===== src/rtl/la_pkg.sv =====
// Shared constants for the logic-analyzer capture path: state encoding,
// default sample-RAM address width and sample width.
package la_pkg;
  localparam int LA_ADDR_W = 10;
  localparam int LA_SMP_W  = 8;

  localparam logic [4:0] ST_IDLE = 5'b00001;
  localparam logic [4:0] ST_PRE  = 5'b00010;
  localparam logic [4:0] ST_WAIT = 5'b00100;
  localparam logic [4:0] ST_POST = 5'b01000;
  localparam logic [4:0] ST_DONE = 5'b10000;
endpackage


===== src/rtl/la_delay_line.sv =====
// Fixed-length sample delay that lines raw LA samples up with the
// trigger detector's output. STAGES=0 is a plain wire.
module la_delay_line
  import la_pkg::*;
#(
  parameter int STAGES = 2
) (
  input  logic                CLK,
  input  logic                RST,
  input  logic [LA_SMP_W-1:0] DIN,
  output logic [LA_SMP_W-1:0] DOUT
);

  generate
    if (STAGES == 0) begin : g_pass
      assign DOUT = DIN;
    end else begin : g_shift
      logic [LA_SMP_W-1:0] stg_p [STAGES];

      always_ff @(posedge CLK or negedge RST) begin
        if (!RST) begin
          for (int i = 0; i < STAGES; i++) stg_p[i] <= '0;
        end else begin
          stg_p[0] <= DIN;
          for (int i = 1; i < STAGES; i++) stg_p[i] <= stg_p[i-1];
        end
      end

      assign DOUT = stg_p[STAGES-1];
    end
  endgenerate

endmodule


===== src/rtl/la_capture_ctrl.sv =====
// Capture controller: streams decimated samples into a circular RAM,
// guarantees PRE_CNT pre-trigger samples, then fills the rest after trigger.
module la_capture_ctrl
  import la_pkg::*;
#(
  parameter int ADDR_W   = LA_ADDR_W,
  parameter int TRIG_LAG = 2
) (
  input  logic                CLK,
  input  logic                RST,
  input  logic                EN,
  input  logic [LA_SMP_W-1:0] DATA_IN,
  input  logic                TRIG_IN,
  input  logic [ADDR_W-1:0]   PRE_CNT,
  input  logic [7:0]          SMP_DIV,
  output logic                WR_EN,
  output logic [ADDR_W-1:0]   WR_ADDR,
  output logic [LA_SMP_W-1:0] WR_DATA,
  output logic [ADDR_W-1:0]   TRIG_ADDR,
  output logic                BUSY,
  output logic                DONE
);

  localparam logic [ADDR_W:0] DEPTH = {1'b1, {ADDR_W{1'b0}}};
  localparam logic [ADDR_W:0] ONE   = (ADDR_W+1)'(1);

  logic [4:0]          state;
  logic [7:0]          div_cnt;
  logic [ADDR_W-1:0]   addr;
  logic [ADDR_W:0]     cnt;
  logic [ADDR_W:0]     cnt_inc;
  logic [ADDR_W:0]     pre_tgt;
  logic [ADDR_W:0]     post_tgt;
  logic                trig_pend;
  logic                active;
  logic                strobe;
  logic                trig_hit;
  logic [LA_SMP_W-1:0] smp_d;

  la_delay_line #(.STAGES(TRIG_LAG)) u_dly (
    .CLK  (CLK),
    .RST  (RST),
    .DIN  (DATA_IN),
    .DOUT (smp_d)
  );

  assign active   = (state == ST_PRE) || (state == ST_WAIT) || (state == ST_POST);
  assign strobe   = active && (div_cnt == SMP_DIV);
  assign trig_hit = strobe && (state == ST_WAIT) && (trig_pend || TRIG_IN);
  assign cnt_inc  = cnt + ONE;
  assign pre_tgt  = {1'b0, PRE_CNT};
  // Extra bit so PRE_CNT=0 yields a full-depth post target.
  assign post_tgt = DEPTH - pre_tgt;

  always_ff @(posedge CLK or negedge RST) begin
    if (!RST) begin
      div_cnt <= '0;
    end else if ((state == ST_IDLE) || (div_cnt == SMP_DIV)) begin
      div_cnt <= '0;
    end else begin
      div_cnt <= div_cnt + 8'd1;
    end
  end

  // A trigger between strobes is held so it binds to the next sample.
  always_ff @(posedge CLK or negedge RST) begin
    if (!RST) begin
      trig_pend <= 1'b0;
    end else if ((state == ST_IDLE) || (state == ST_PRE) || strobe) begin
      trig_pend <= 1'b0;
    end else if (TRIG_IN) begin
      trig_pend <= 1'b1;
    end
  end

  always_ff @(posedge CLK or negedge RST) begin
    if (!RST) begin
      state     <= ST_IDLE;
      addr      <= '0;
      cnt       <= '0;
      WR_EN     <= 1'b0;
      WR_ADDR   <= '0;
      WR_DATA   <= '0;
      TRIG_ADDR <= '0;
      BUSY      <= 1'b0;
      DONE      <= 1'b0;
    end else if (!EN) begin
      state <= ST_IDLE;
      WR_EN <= 1'b0;
      BUSY  <= 1'b0;
      DONE  <= 1'b0;
    end else begin
      WR_EN <= strobe;
      BUSY  <= active;
      DONE  <= (state == ST_DONE);
      if (strobe) begin
        WR_ADDR <= addr;
        WR_DATA <= smp_d;
        addr    <= addr + ADDR_W'(1);
      end
      case (state)
        ST_IDLE: begin
          addr  <= '0;
          cnt   <= '0;
          state <= (PRE_CNT == '0) ? ST_WAIT : ST_PRE;
        end
        ST_PRE: begin
          if (strobe) begin
            cnt <= cnt_inc;
            if (cnt_inc == pre_tgt) state <= ST_WAIT;
          end
        end
        ST_WAIT: begin
          if (trig_hit) begin
            TRIG_ADDR <= addr;
            cnt       <= ONE;
            state     <= (post_tgt == ONE) ? ST_DONE : ST_POST;
          end
        end
        ST_POST: begin
          if (strobe) begin
            cnt <= cnt_inc;
            if (cnt_inc == post_tgt) state <= ST_DONE;
          end
        end
        ST_DONE: begin
        end
        default: state <= ST_IDLE;
      endcase
    end
  end

endmodule


===== config.mk =====
export PLATFORM = sky130hd
export DESIGN_NAME = la_capture_ctrl
export DESIGN_NICKNAME = d
export VERILOG_FILES = /design/src/rtl/la_pkg.sv /design/src/rtl/la_delay_line.sv /design/src/rtl/la_capture_ctrl.sv
export SDC_FILE = /design/constraint.sdc
export NUM_CORES = 1
export LEC_CHECK = 0
export BUFFER_PORTS_ARGS = -buffer_cell sky130_fd_sc_hd__buf_2
export CAP_MARGIN = 20
export CELL_PAD_IN_SITES_DETAIL_PLACEMENT = 1
export CELL_PAD_IN_SITES_GLOBAL_PLACEMENT = 2
export CORE_MARGIN = 5
export CORE_UTILIZATION = 30
export CTS_CLUSTER_DIAMETER = 30
export DETAILED_ROUTE_END_ITERATION = 6
export GPL_TIMING_DRIVEN = 0
export PLACE_DENSITY_LB_ADDON = 0.15
export SYNTH_ARGS = -nofsm -noshare
export SYNTH_HDL_FRONTEND = slang
export SYNTH_SLANG_ARGS = --single-unit

===== constraint.sdc =====
create_clock -name CLK -period 4.22 [get_ports CLK]
set_clock_uncertainty 0.15 [all_clocks]
set_input_delay 0.422 -clock CLK [delete_from_list [all_inputs] [get_ports CLK]]
set_output_delay 0.422 -clock CLK [all_outputs]
set_load 0.05 [all_outputs]

==> impl_metrics.toml, run 1 <==
[layout]
diodes = 0
final_common_cell = "dfrtp_1"
drive_gt1_frac = 0.238
area_growth_pct = 19.8
finalNetCount = 523
seq_area_um2 = 2050
final_cell_mix = "dfrtp_1, buf_2, nand2_1, nor2_1, xor2_1"
multi_input_area_um2 = 2150
fillers = 1605

[die]
dieArea_um2 = 16800
die_h_um = 130
coreArea_um2 = 13900
rows = 43
initial_core_util = 0.308
fp.dieW_um = 130
io_pins = 61

[drt]
vias_per_cell = 5.00
num_vias = 3358
wirelength_um = 11100
wl_per_cell_um = 16.5
drc = 0
first_iter_violations = 106
drtPass1Iterations = 4
ant_nets = 0

[setup_path]
crit_buf_inv = 1
cp-end-kind = "flip-flop"
cp_cell_sequence = "xnor2_1 > or3_1 > clkbuf_1 > a32oi_1 > nor2_1 > nand3_1 > o41ai_1"
worstPathMaxFanout = 9
cp_slowest_cell = "dfrtp_1"
required_ns = 4.30
worstPathArrival_ns = 2.91
cp_top_family = "simple AND/OR/NAND/NOR gates"
cpPeakStageDelay_ns = 0.45
start_kind = "flip-flop"
crit_type = "reg2reg"

[global_routing]
use_met3 = 0.0256
use_met2 = 0.228
grtUsageMet1 = 0.185
grt_use_total = 0.139
grt_pass1_vias = 3508
grt-busiest-layer = "met2"
globalRouteOverflowTotal = 0
antenna_found_initial = 0
grt_pass1_wl_um = 18300
grt_max_degree = 69

[place]
dp_hpwl_um = 8220
io_buffers = 57
place.gp.congestion = 0.783

[sta]
setup_viol = 0
rsz0062_at_grt = "no"
fmax_ghz = 0.354
tightestPinTransition_ns = 0.785
report.final.slew_viol_count = 0
tns_ns = 0
hold_ws_ns = 0.0285
slew_headroom = 0.473
finalCritPeriodShare = 0.670
period_minus_slack_ns = 2.83
finalHoldViolCount = 0

[cts]
postCtsSetupRepairBufs = 0
clk_latency_ns = 0.35
cts.sinks = 82
path_clk_slew_ns = 0.07
cts-root-buf = "clkbuf_16"
clock_path_buffers = 2
htree_levels = 3
cts_tree = "built"
cts_made_buffers = 9

[worst_hold_path]
min_path_type = "in2reg"

[synthesis]
syn_nets = 453
synth_cell_type_count = 61
synthFlopType = "dfrtp_1"
yosysSeqAreaShare = 0.479
synthArstFlopShare = 1.00
yosysWarningCount = 0
syn_area_per_cell_um2 = 10.3
synth_area_um2 = 4290
ys_seq_elements = 82
synth-edff-count = 0
netlist_instances = 417

[power_and_ir_drop]
power.total_mw = 1.95
irDropWorstVdd_mv = 0.179
power_density_nw_per_um2 = 379
p_leak_nw = 2.43

[outcome]
status = "finished clean"

[run]
maxCapViolCount = 0
power by group:
part | total (mW) | switching [mW] | internal (mW)
logic | 0.308 | 0.205 | 0.102
clock network | 0.779 | 0.361 | 0.417
registers | 0.862 | 0.0386 | 0.823
registers in the layout, summed over array words and instances, names as in the netlist:
name,flops
cnt,11
u_dly.g_shift.stg_p,8
WR_DATA,8
WR_ADDR,10
div_cnt,8
DONE,1
u_dly.DOUT,8
addr,10
state,5
BUSY,1
TRIG_ADDR,10
trig_pend,1
WR_EN,1
worst register-to-register path, delay by kind of cell, from the launching register on:
kind | cells | cell delay, ns
flops | 1 | 0.45
buf+inv | 1 | 0.41
xor+xnor | 1 | 0.34
simple gates | 3 | 0.89
compound gates | 2 | 0.48
through the flow:
step	cells	worst slack, ns	util	area (um^2)
after floorplan	417	1.83	-	4290
after global placement	654	1.36	0.345	4800
after detailed placement	655	1.37	0.347	4830
after CTS	672	1.35	0.369	5140
after global routing	672	1.02	0.369	5140
final	672	1.39	0.369	5140
cells by family after synthesis:
kind of cell	Yosys count	synth area share
simple gates	175	0.224
flops	82	0.479
compound gates	65	0.103
xor+xnor	46	0.0971
mux	23	0.0592
buf+inv	20	0.0210
fa+ha+maj	6	0.0175
layout make-up:
class	instances	share of cell area
plain buffers	16	0.0146
clock buffers	9	0.0438
clock inverters	7	0.0144
inverters	4	0.00292
multi-input cells	315	0.418
flip-flops and latches	82	0.399
well taps	180	0.0438
repair buffers	59	0.0633
worst paths after layout:
path                                                end              startpoint  cells past startpoint  slack, ns
min in group asynchronous                    div_cnt[4]                     RST                      2       0.34
worst min register to register            u_dly.DOUT[0]  u_dly.g_shift.stg_p[8]                      0       0.20
worst max-delay path                             cnt[8]                state[1]                      7       1.39
worst max register to register                   cnt[8]                state[1]                      7       1.39
worst min-delay path            u_dly.g_shift.stg_p[11]              DATA_IN[3]                      1       0.03
max in group asynchronous                      state[0]                     RST                      3       2.97
cells in the mapped netlist (all sizes together), types with 2 or more instances:
master   instances  area [um^2]
dfrtp           81         2030
nand2           49          191
nor2            36          138
xor2            25          219
o21ai           24          120
xnor2           20          175
mux2            19          214
nand3           18         90.1
nor3            15         97.6
a21oi           11         55.1
buf              8         45.0
clkbuf           8         30.0
nor2b            8         50.1
nand4            7         50.1
nor4             7          104
or2              7         43.8
and3             6         37.5
ha               6         75.1
or3              6         37.5
and2             4         25.0
mux2i            4         40.0
o2111ai          4         41.3
o31ai            4         35.0
and3b            3         26.3
inv              3         11.3
o211a            3         30.0
o21a             3         22.5
a211o            2         17.5
a21boi           2         15.0
a21o             2         15.0
nand2b           2         12.5
o41ai            2         17.5
or4              2         15.0
repair_timing:
| item | 4_1_cts | 5_1_grt |
|---|---|---|
| gates resized for setup | 0 | 0 |
| hold buffers | 1 | 0 |
| hold endpoints to repair | 14 | 0 |
per-layer routing:
metal	part of all wire	vias to the layer above	wire length [um]
li1	-	1612	-
met1	0.47	1677	5230
met2	0.47	55	5270
met3	0.038	14	425
met4	0.017	0	184
met5	0	-	0
Note: power is estimated with default switching activity, not from simulation.
==> run 2: changes to the inputs <==
Clock period 4.22 ns to 2.54 ns, I/O delays scaled along.
==> impl_metrics.toml, run 2 (synthesis gave the netlist of run 1 again) <==
[place]
place.gp.congestion = 0.783
dp_hpwl_um = 8220
io_buffers = 57
place_ws_ns = -0.303

[setup_path]
worstPathMaxFanout = 6
crit_type = "reg2reg"
cpPeakStageDelay_ns = 0.45
start_kind = "flip-flop"
worstPathArrival_ns = 2.56
cp_slowest_cell = "dfrtp_2"
cp_cell_sequence = "ha_2 > nand3_2 > xnor2_2 > a2111oi_1 > o2111ai_1 > o31ai_2 > buf_4 > a41o_1"
cp-end-kind = "flip-flop"
required_ns = 2.67

[sta]
slew_headroom = 0.651
period_minus_slack_ns = 2.43
report.final.slew_viol_count = 0
finalHoldViolCount = 0
tightestPinTransition_ns = 0.522
setup_viol = 0
finalCritPeriodShare = 0.957
fmax_ghz = 0.411
worst_slack_ns = 0.109

[layout]
largest_register = "cnt"
largest_reg_flops = 11
area_growth_pct = 27.6
finalNetCount = 541
drive_gt1_frac = 0.306
final_common_cell = "dfrtp_1"
final_cell_mix = "dfrtp_1, buf_2, nand2_1, nor2_1, xor2_1"
fillers = 1587
diodes = 0

[global_routing]
grt_pass1_vias = 3570
grt_pass1_wl_um = 18600
grt_max_degree = 69
globalRouteOverflowTotal = 0
grt_use_total = 0.141
antenna_found_initial = 0

[power_and_ir_drop]
power_density_nw_per_um2 = 611
irDropWorstVdd_mv = 0.298
power.total_mw = 3.34
p_leak_nw = 2.55

[cts]
clock_path_buffers = 2
htree_levels = 3
path_clk_slew_ns = 0.07
cts-root-buf = "clkbuf_16"
cts_made_buffers = 9
cts.sinks = 82
cts_tree = "built"
clk_latency_ns = 0.34

[drt]
ant_nets = 0
wirelength_um = 11400
num_vias = 3431
drtPass1Iterations = 4
wl_per_cell_um = 16.6
drc = 0
first_iter_violations = 83
vias_per_cell = 4.97

[die]
coreArea_um2 = 13900
io_pins = 61
rows = 43
die_h_um = 130
initial_core_util = 0.308
dieArea_um2 = 16800
fp.dieW_um = 130

[run]
maxCapViolCount = 0

[outcome]
status = "finished clean"

[worst_hold_path]
min_path_type = "in2async"
[run 2: changes by cell type in the layout (fill, tap and decap cells not counted), moves of 3 or more]
cell and delta:
buf_4 +13, clkbuf_1 -5, dfrtp_1 -3, dfrtp_2 +3
dlygate4sd3_1 +8, nand3_1 -3, nor2_1 -4, nor2_2 +3
nor3_1 -3, nor3_2 +3, o21ai_0 -4, o21ai_1 +4
[run 2: final timing paths]
check                                end  slack (ns)                   start  cells after the start
max in group asynchronous       state[0]        1.45                     RST                      3
min in group CLK           u_dly.DOUT[0]        0.20  u_dly.g_shift.stg_p[8]                      0
min                           div_cnt[4]        0.17                     RST                      2
max                             state[0]        0.11                  cnt[0]                      8
min reg2reg                u_dly.DOUT[0]        0.20  u_dly.g_shift.stg_p[8]                      0
max reg2reg                     state[0]        0.11                  cnt[0]                      8
[run 2: metal layers]
layer | vias up | track usage | wire length, um
met4 | 0 | 0.0532 | 193
met5 | - | 0 | 0
met2 | 52 | 0.231 | 5430
met3 | 15 | 0.0256 | 399
li1 | 1649 | - | -
met1 | 1715 | 0.187 | 5420
[run 2: area by class of cell]
class | count | area [um^2] | share of cell area
clock buffers | 9 | 225 | 0.0412
plain buffers | 12 | 65.1 | 0.0119
repair buffers | 81 | 523 | 0.0956
inverters | 4 | 15.0 | 0.00274
flip-flops and latches | 82 | 2060 | 0.376
well taps | 180 | 225 | 0.0412
clock inverters | 7 | 73.8 | 0.0135
multi-input cells | 315 | 2290 | 0.418
[run 2: power by group]
part	total [mW]	internal, mW	switching [mW]
Clock	1.29	0.693	0.598
Combinational	0.614	0.241	0.372
Sequential	1.44	1.37	0.0687
Total	3.34	2.30	1.04
[run 2: repair_timing]
item | CTS | global route
cloned | 0 | 0
buffers inserted | 7 | 7
gates resized for setup | 8 | 30
hold endpoints to repair | 89 | 0
pin swaps | 7 | 8
endpoints found under the setup margin | 39 | 25
hold buffers | 9 | 0
[run 2: critical path, delay by kind of cell (launching register included)]
kind                     cells  cell delay (ns)
AO/OA/AOI/OAI                4             1.01
buffers and inverters        1             0.18
flip-flops                   1             0.45
AND/OR/NAND/NOR              1             0.13
adder cells (fa/ha/maj)      1             0.23
XOR/XNOR                     1             0.20
[run 2: per-stage QoR]
stage / instance area [um^2] / utilization / TNS (ns) / hold WS (ns) / instances
CTS: 5310 / 0.381 / 0 / 0.160 / 685
detailed placement: 4830 / 0.347 / -6.31 / -0.0114 / 655
finish: 5470 / 0.393 / 0 / 0.170 / 690
global route: 5470 / 0.393 / -0.0142 / 0.189 / 690
floorplan: 4290 / - / 0 / -0.192 / 417
global placement: 4800 / 0.345 / -5.39 / 0.182 / 654
